### config.mk
export PLATFORM = sky130hd
export DESIGN_NAME = r5p_tcl_arb
export DESIGN_NICKNAME = d
export VERILOG_FILES = /design/src/rtl/r5p_tcl_pkg.sv /design/src/rtl/r5p_tcl_arb_sel.sv /design/src/rtl/r5p_tcl_arb.sv
export SDC_FILE = /design/constraint.sdc
export NUM_CORES = 1
export LEC_CHECK = 0
export CAP_MARGIN = 20
export CORE_AREA = 2 2 121 123
export DETAILED_ROUTE_END_ITERATION = 12
export DIE_AREA = 0 0 123 125
export GPL_ROUTABILITY_DRIVEN = 0
export GPL_TIMING_DRIVEN = 0
export PLACE_DENSITY = 0.56
export SLEW_MARGIN = 20
export SYNTH_ARGS = -nofsm -noshare
export SYNTH_HDL_FRONTEND = slang
export SYNTH_SLANG_ARGS = --single-unit
### constraint.sdc
create_clock -name clk -period 2.6 [get_ports clk]
set_input_delay 0.78 -clock clk [delete_from_list [all_inputs] [get_ports clk]]
set_output_delay 0.78 -clock clk [all_outputs]
set_load 0.1 [all_outputs]
### src/rtl/r5p_tcl_pkg.sv
// Shared TCL bus types for the R5P arbiter slice: manager index, request/response views.
// Latency: n/a (types and constants only).
// Backpressure: n/a.
package r5p_tcl_pkg;

  // Manager index; one bit covers the two-manager arbiter.
  typedef logic [0:0] mgr_t;

  // Default TCL widths used by the canonical struct views below.
  localparam int unsigned TCL_AW = 32;
  localparam int unsigned TCL_DW = 32;

  // Response arrives exactly this many cycles after the transfer cycle.
  localparam int unsigned TCL_RSP_LAT = 1;

  // Request phase as seen by a subordinate.
  typedef struct packed {
    logic                  vld;
    logic                  wen;
    logic [TCL_AW-1:0]     adr;
    logic [TCL_DW/8-1:0]   ben;
    logic [TCL_DW-1:0]     wdt;
  } tcl_req_t;

  // Response phase as seen by a manager.
  typedef struct packed {
    logic [TCL_DW-1:0] rdt;
    logic              err;
    logic              rdy;
  } tcl_rsp_t;

  // Round-robin choice on a tie: the manager that did not win last time.
  function automatic mgr_t rr_next(input mgr_t lst);
    return ~lst;
  endfunction

endpackage

### src/rtl/r5p_tcl_arb_sel.sv
// Winner selection for the TCL arbiter: lock, single-requester, RR or fixed-priority tie break.
// Latency: purely combinational, zero cycles.
// Backpressure: none here; the caller holds the lock while the subordinate stalls.
module r5p_tcl_arb_sel
  import r5p_tcl_pkg::*;
#(
  parameter bit RR = 1'b1
) (
  input  logic [1:0] i_vld,
  input  logic       i_lck,
  input  mgr_t       i_own,
  input  mgr_t       i_lst,
  output mgr_t       o_win
);

  // Locked bus keeps its owner; otherwise pick among the current requesters.
  always_comb begin
    o_win = i_own;
    if (!i_lck) begin
      case (i_vld)
        2'b01:   o_win = 1'b0;
        2'b10:   o_win = 1'b1;
        2'b11:   o_win = RR ? rr_next(i_lst) : 1'b0;
        default: o_win = i_own;
      endcase
    end
  end

endmodule

### src/rtl/r5p_tcl_arb.sv
// Two-manager to one-subordinate TCL arbiter; optional stats under R5P_TCL_ARB_STAT_EN.
// Latency: request and rdy paths are zero-cycle; response is routed one cycle after the transfer.
// Backpressure: a stalled winner locks the bus until its transfer completes; the loser sees rdy=0.
module r5p_tcl_arb
  import r5p_tcl_pkg::*;
#(
  parameter int unsigned AW = 32,
  parameter int unsigned DW = 32,
  parameter bit          RR = 1'b1
) (
  input  logic            clk,
  input  logic            rst,
  input  logic            m0_vld,
  input  logic            m0_wen,
  input  logic [AW-1:0]   m0_adr,
  input  logic [DW/8-1:0] m0_ben,
  input  logic [DW-1:0]   m0_wdt,
  output logic [DW-1:0]   m0_rdt,
  output logic            m0_err,
  output logic            m0_rdy,
  input  logic            m1_vld,
  input  logic            m1_wen,
  input  logic [AW-1:0]   m1_adr,
  input  logic [DW/8-1:0] m1_ben,
  input  logic [DW-1:0]   m1_wdt,
  output logic [DW-1:0]   m1_rdt,
  output logic            m1_err,
  output logic            m1_rdy,
  output logic            s_vld,
  output logic            s_wen,
  output logic [AW-1:0]   s_adr,
  output logic [DW/8-1:0] s_ben,
  output logic [DW-1:0]   s_wdt,
  input  logic [DW-1:0]   s_rdt,
  input  logic            s_err,
  input  logic            s_rdy
`ifdef R5P_TCL_ARB_STAT_EN
  ,
  output logic [15:0]     sts_cnt0,
  output logic [15:0]     sts_cnt1,
  output logic [15:0]     sts_stl
`endif
);

  typedef struct packed {
    logic            vld;
    logic            wen;
    logic [AW-1:0]   adr;
    logic [DW/8-1:0] ben;
    logic [DW-1:0]   wdt;
  } req_t;

  logic r_lck;
  mgr_t r_own;
  mgr_t r_lst;
  mgr_t r_rsp;
  logic r_rsv;

  mgr_t w_win;
  req_t w_req [2];
  req_t w_sel;
  logic w_xfr;

  assign w_req[0] = '{vld: m0_vld, wen: m0_wen, adr: m0_adr, ben: m0_ben, wdt: m0_wdt};
  assign w_req[1] = '{vld: m1_vld, wen: m1_wen, adr: m1_adr, ben: m1_ben, wdt: m1_wdt};

  r5p_tcl_arb_sel #(.RR(RR)) u_sel (
    .i_vld ({m1_vld, m0_vld}),
    .i_lck (r_lck),
    .i_own (r_own),
    .i_lst (r_lst),
    .o_win (w_win)
  );

  assign w_sel = w_req[w_win];

  // Request forwarding; handshakes are held off while reset is asserted.
  assign s_vld  = rst & w_sel.vld;
  assign s_wen  = w_sel.wen;
  assign s_adr  = w_sel.adr;
  assign s_ben  = w_sel.ben;
  assign s_wdt  = w_sel.wdt;
  assign m0_rdy = rst & (w_win == 1'b0) & s_rdy;
  assign m1_rdy = rst & (w_win == 1'b1) & s_rdy;
  assign w_xfr  = s_vld & s_rdy;

  // Response goes to whoever owned the previous transfer; err only when a response is due.
  assign m0_rdt = (rst && r_rsp == 1'b0) ? s_rdt : '0;
  assign m1_rdt = (rst && r_rsp == 1'b1) ? s_rdt : '0;
  assign m0_err = rst & r_rsv & (r_rsp == 1'b0) & s_err;
  assign m1_err = rst & r_rsv & (r_rsp == 1'b1) & s_err;

  // Lock on a stalled grant, release on transfer or when the locked manager drops vld.
  always_ff @(posedge clk) begin
    if (!rst) begin
      r_lck <= 1'b0;
      r_own <= 1'b0;
      r_lst <= 1'b1;
      r_rsp <= 1'b0;
      r_rsv <= 1'b0;
    end else if (w_xfr) begin
      r_lck <= 1'b0;
      r_lst <= w_win;
      r_rsp <= w_win;
      r_rsv <= 1'b1;
    end else begin
      r_rsv <= 1'b0;
      if (s_vld) begin
        r_lck <= 1'b1;
        r_own <= w_win;
      end else begin
        r_lck <= 1'b0;
      end
    end
  end

`ifdef R5P_TCL_ARB_STAT_EN
  logic [15:0] r_cnt0;
  logic [15:0] r_cnt1;
  logic [15:0] r_stl;

  // Saturating per-manager transfer counts and manager-1 stall cycles.
  always_ff @(posedge clk) begin
    if (!rst) begin
      r_cnt0 <= '0;
      r_cnt1 <= '0;
      r_stl  <= '0;
    end else begin
      if (w_xfr && w_win == 1'b0 && r_cnt0 != 16'hFFFF) r_cnt0 <= r_cnt0 + 16'd1;
      if (w_xfr && w_win == 1'b1 && r_cnt1 != 16'hFFFF) r_cnt1 <= r_cnt1 + 16'd1;
      if (m1_vld && !m1_rdy && r_stl != 16'hFFFF)       r_stl  <= r_stl + 16'd1;
    end
  end

  assign sts_cnt0 = r_cnt0;
  assign sts_cnt1 = r_cnt1;
  assign sts_stl  = r_stl;
`endif

endmodule

==> impl_metrics.toml <==
[placement]
placed_area_um2 = 5300
dpl.cell_count = 677
place_hpwl_um = 10000
pre_cts_slack_ns = -1.95
io_buffers = 313

[status]
violations = "negative setup slack"
status = "finished, violations left"

[final_layout]
area_delta_synth_final_pct = 327
drive_gt1_frac = 0.608
nets = 692
n_antenna_cell = 0
design_area_um2 = 6670
layout.cells.non_filler = 699

[global_route]
grt_pass1_wl_um = 18100
grt_max_degree = 11
antenna_found_initial = 0
grt_pass1_vias = 3075
grt-ovfl-total = 0
grt_usage = 0.155

[setup_path]
path_class = "input pin to output pin"
required_ns = 1.82
arrival_ns = 2.03
rr_startpoint = "r_lck"
startpoint_type = "input pin"
critPathMaxFanout = 7
end_kind = "output pin"
startpoint = "m1_vld"

[clocking]
hold_buffers = 0
cts_buffers = 3
cts_sinks = 5
clock-root-buffer = "clkbuf_16"
clockBufferDepth = 2
cts_tree = "built"
clk-insertion-delay-late_ns = 0.23
clkSlewWorstSetupHoldPaths_ns = 0.03
h-tree-depth = 1

[detailed_routing]
routed_wl_um = 12900
firstDrtPassIters = 3
avgViaCountPerCell = 3.99
via_count = 2789
ant_nets = 0
drt-initial-drc-count = 33
drc = 0
wl_per_cell_um = 18.5

[synth]
seq_area_frac_synth = 0.0641
synth-seq-cells = 5
netlist_instances = 180
netlist_area_um2 = 1560
synth_cell_types = 19
synth_warnings = 0
avgSynthCellArea_um2 = 8.67
synthesis.nets = 356

[worst_hold_path]
hp-class = "flop to flop"
min_from = "r_lst"

[sta]
worst_pin_slew_ns = 0.573
setup_ws_ns = -0.207
max_freq_mhz = 356
slew_headroom = 0.616
setup_viol = 70
skew_ns = 0.000814
hold_violations = 0
hold_ws_ns = 0.582
period_minus_slack_ns = 2.81
period_share = 1.08
finalMaxSlewViolations = 0
rsz0062_at_grt = "true"

[floorplan]
placementRows = 44
die_area_um2 = 15400
core_um2 = 14200
io_pins = 314
start_util = 0.110
die_x_um = 123
fp.dieH_um = 125

[run]
drv_cap = 0

[pwr]
peakVddDrop_uv = 225
p_leak_nw = 3.10
p_total_mw = 3.07
power_density_nw_per_um2 = 459
-- cell usage in the layout (no fill, tap or decap), drive strengths merged --
| cell type | n |
|---|---|
| a32oi | 1 |
| clkbuf | 21 |
| o21a | 1 |
| nand2b | 1 |
| and3 | 34 |
| mux2 | 69 |
| and2 | 32 |
| buf | 159 |
| a21oi | 1 |
| a21boi | 1 |
| o21ai | 1 |
| nor2 | 4 |
| clkdlybuf4s50 | 172 |
| nand2 | 4 |
| a211oi | 1 |
| mux2i | 3 |
| inv | 1 |
| nor2b | 4 |
| dfxtp | 5 |
-- worst max-delay path, stage by stage --
cell	delay [ns]
buf_8	0.11
a32oi_4	0.28
buf_12	0.20
clkbuf_16	0.16
mux2_4	0.31
buf_12	0.17
-- what timing repair did --
item / in CTS / in global routing
setup buffers: 11 / 4
gates resized for setup: 1190 / 20
pin swaps: 1 / 2
setup endpoints to repair: 140 / 95
cloned: 6 / 1
-- cell families (layout without fill, tap and decap cells) --
kind of cell | after synthesis | count (layout) | share of synthesized area
buffers and inverters | 18 | 353 | 0.0769
and+or+nand+nor | 79 | 79 | 0.304
muxes | 72 | 72 | 0.517
DFF | 5 | 5 | 0.0641
AOI/OAI and AO/OA | 6 | 6 | 0.0385
-- report_power, final --
part           switching (mW)  internal, mW  leakage [nW]  total, mW
Combinational            1.60          1.13          3.02       2.72
Sequential            0.00794        0.0829        0.0412     0.0908
Clock                  0.0483         0.203        0.0382      0.251
-- synth_stat cells --
master	n	area, um2
and3_1	34	213
o21ai_0	1	5.00
and2_1	32	200
buf_6	7	78.8
nor2b_1	4	25.0
mux2_1	27	304
dfxtp_1	5	100
a211oi_1	1	7.51
mux2i_1	3	30.0
clkbuf_1	10	37.5
a21oi_1	1	5.00
o21a_1	1	7.51
inv_1	1	3.75
a32oi_4	1	27.5
nor2_1	4	15.0
a21boi_0	1	7.51
mux2_2	42	473
nand2_1	4	15.0
nand2b_1	1	6.26
-- routing by layer --
metal	wire length, um	track usage
met1	4180	0.148
met2	6500	0.290
met3	1480	0.0474
met4	748	0.0862
met5	0	0
-- sequential cells by signal (all words and copies together) (netlist names) --
register	cells
r_lck	1
r_lst	1
r_own	1
r_rsp	1
r_rsv	1
-- through the flow --
| stage | setup TNS (ns) | utilization |
|---|---|---|
| 3_3_place_gp | -222.39 | 0.373 |
| 2_1_floorplan | -2.67 | - |
| 6_report | -12.53 | 0.470 |
| 4_1_cts | -16.51 | 0.467 |
| 5_1_grt | -15.82 | 0.470 |
| 3_5_place_dp | -224.71 | 0.373 |
-- path summary, 6_finish.rpt --
kind,to,cells after the start,slack (ns)
worst max-delay path,s_wdt[30],6,-0.21
worst min-delay path,r_lst,2,0.58
worst max register to register,r_lst,7,1.00
worst min register to register,r_lst,2,0.58
-- final cells by class --
cell class                      count  area (um2)
Sequential cell                     5         100
Clock buffer                        4        78.8
Inverter                            1        3.75
Tap cell                          184         230
Fill cell                        1278        7530
Timing Repair Buffer              332        4300
Multi-Input combinational cell    157        1740
Buffer                             16         213
Power figures use the tool's default switching activity.
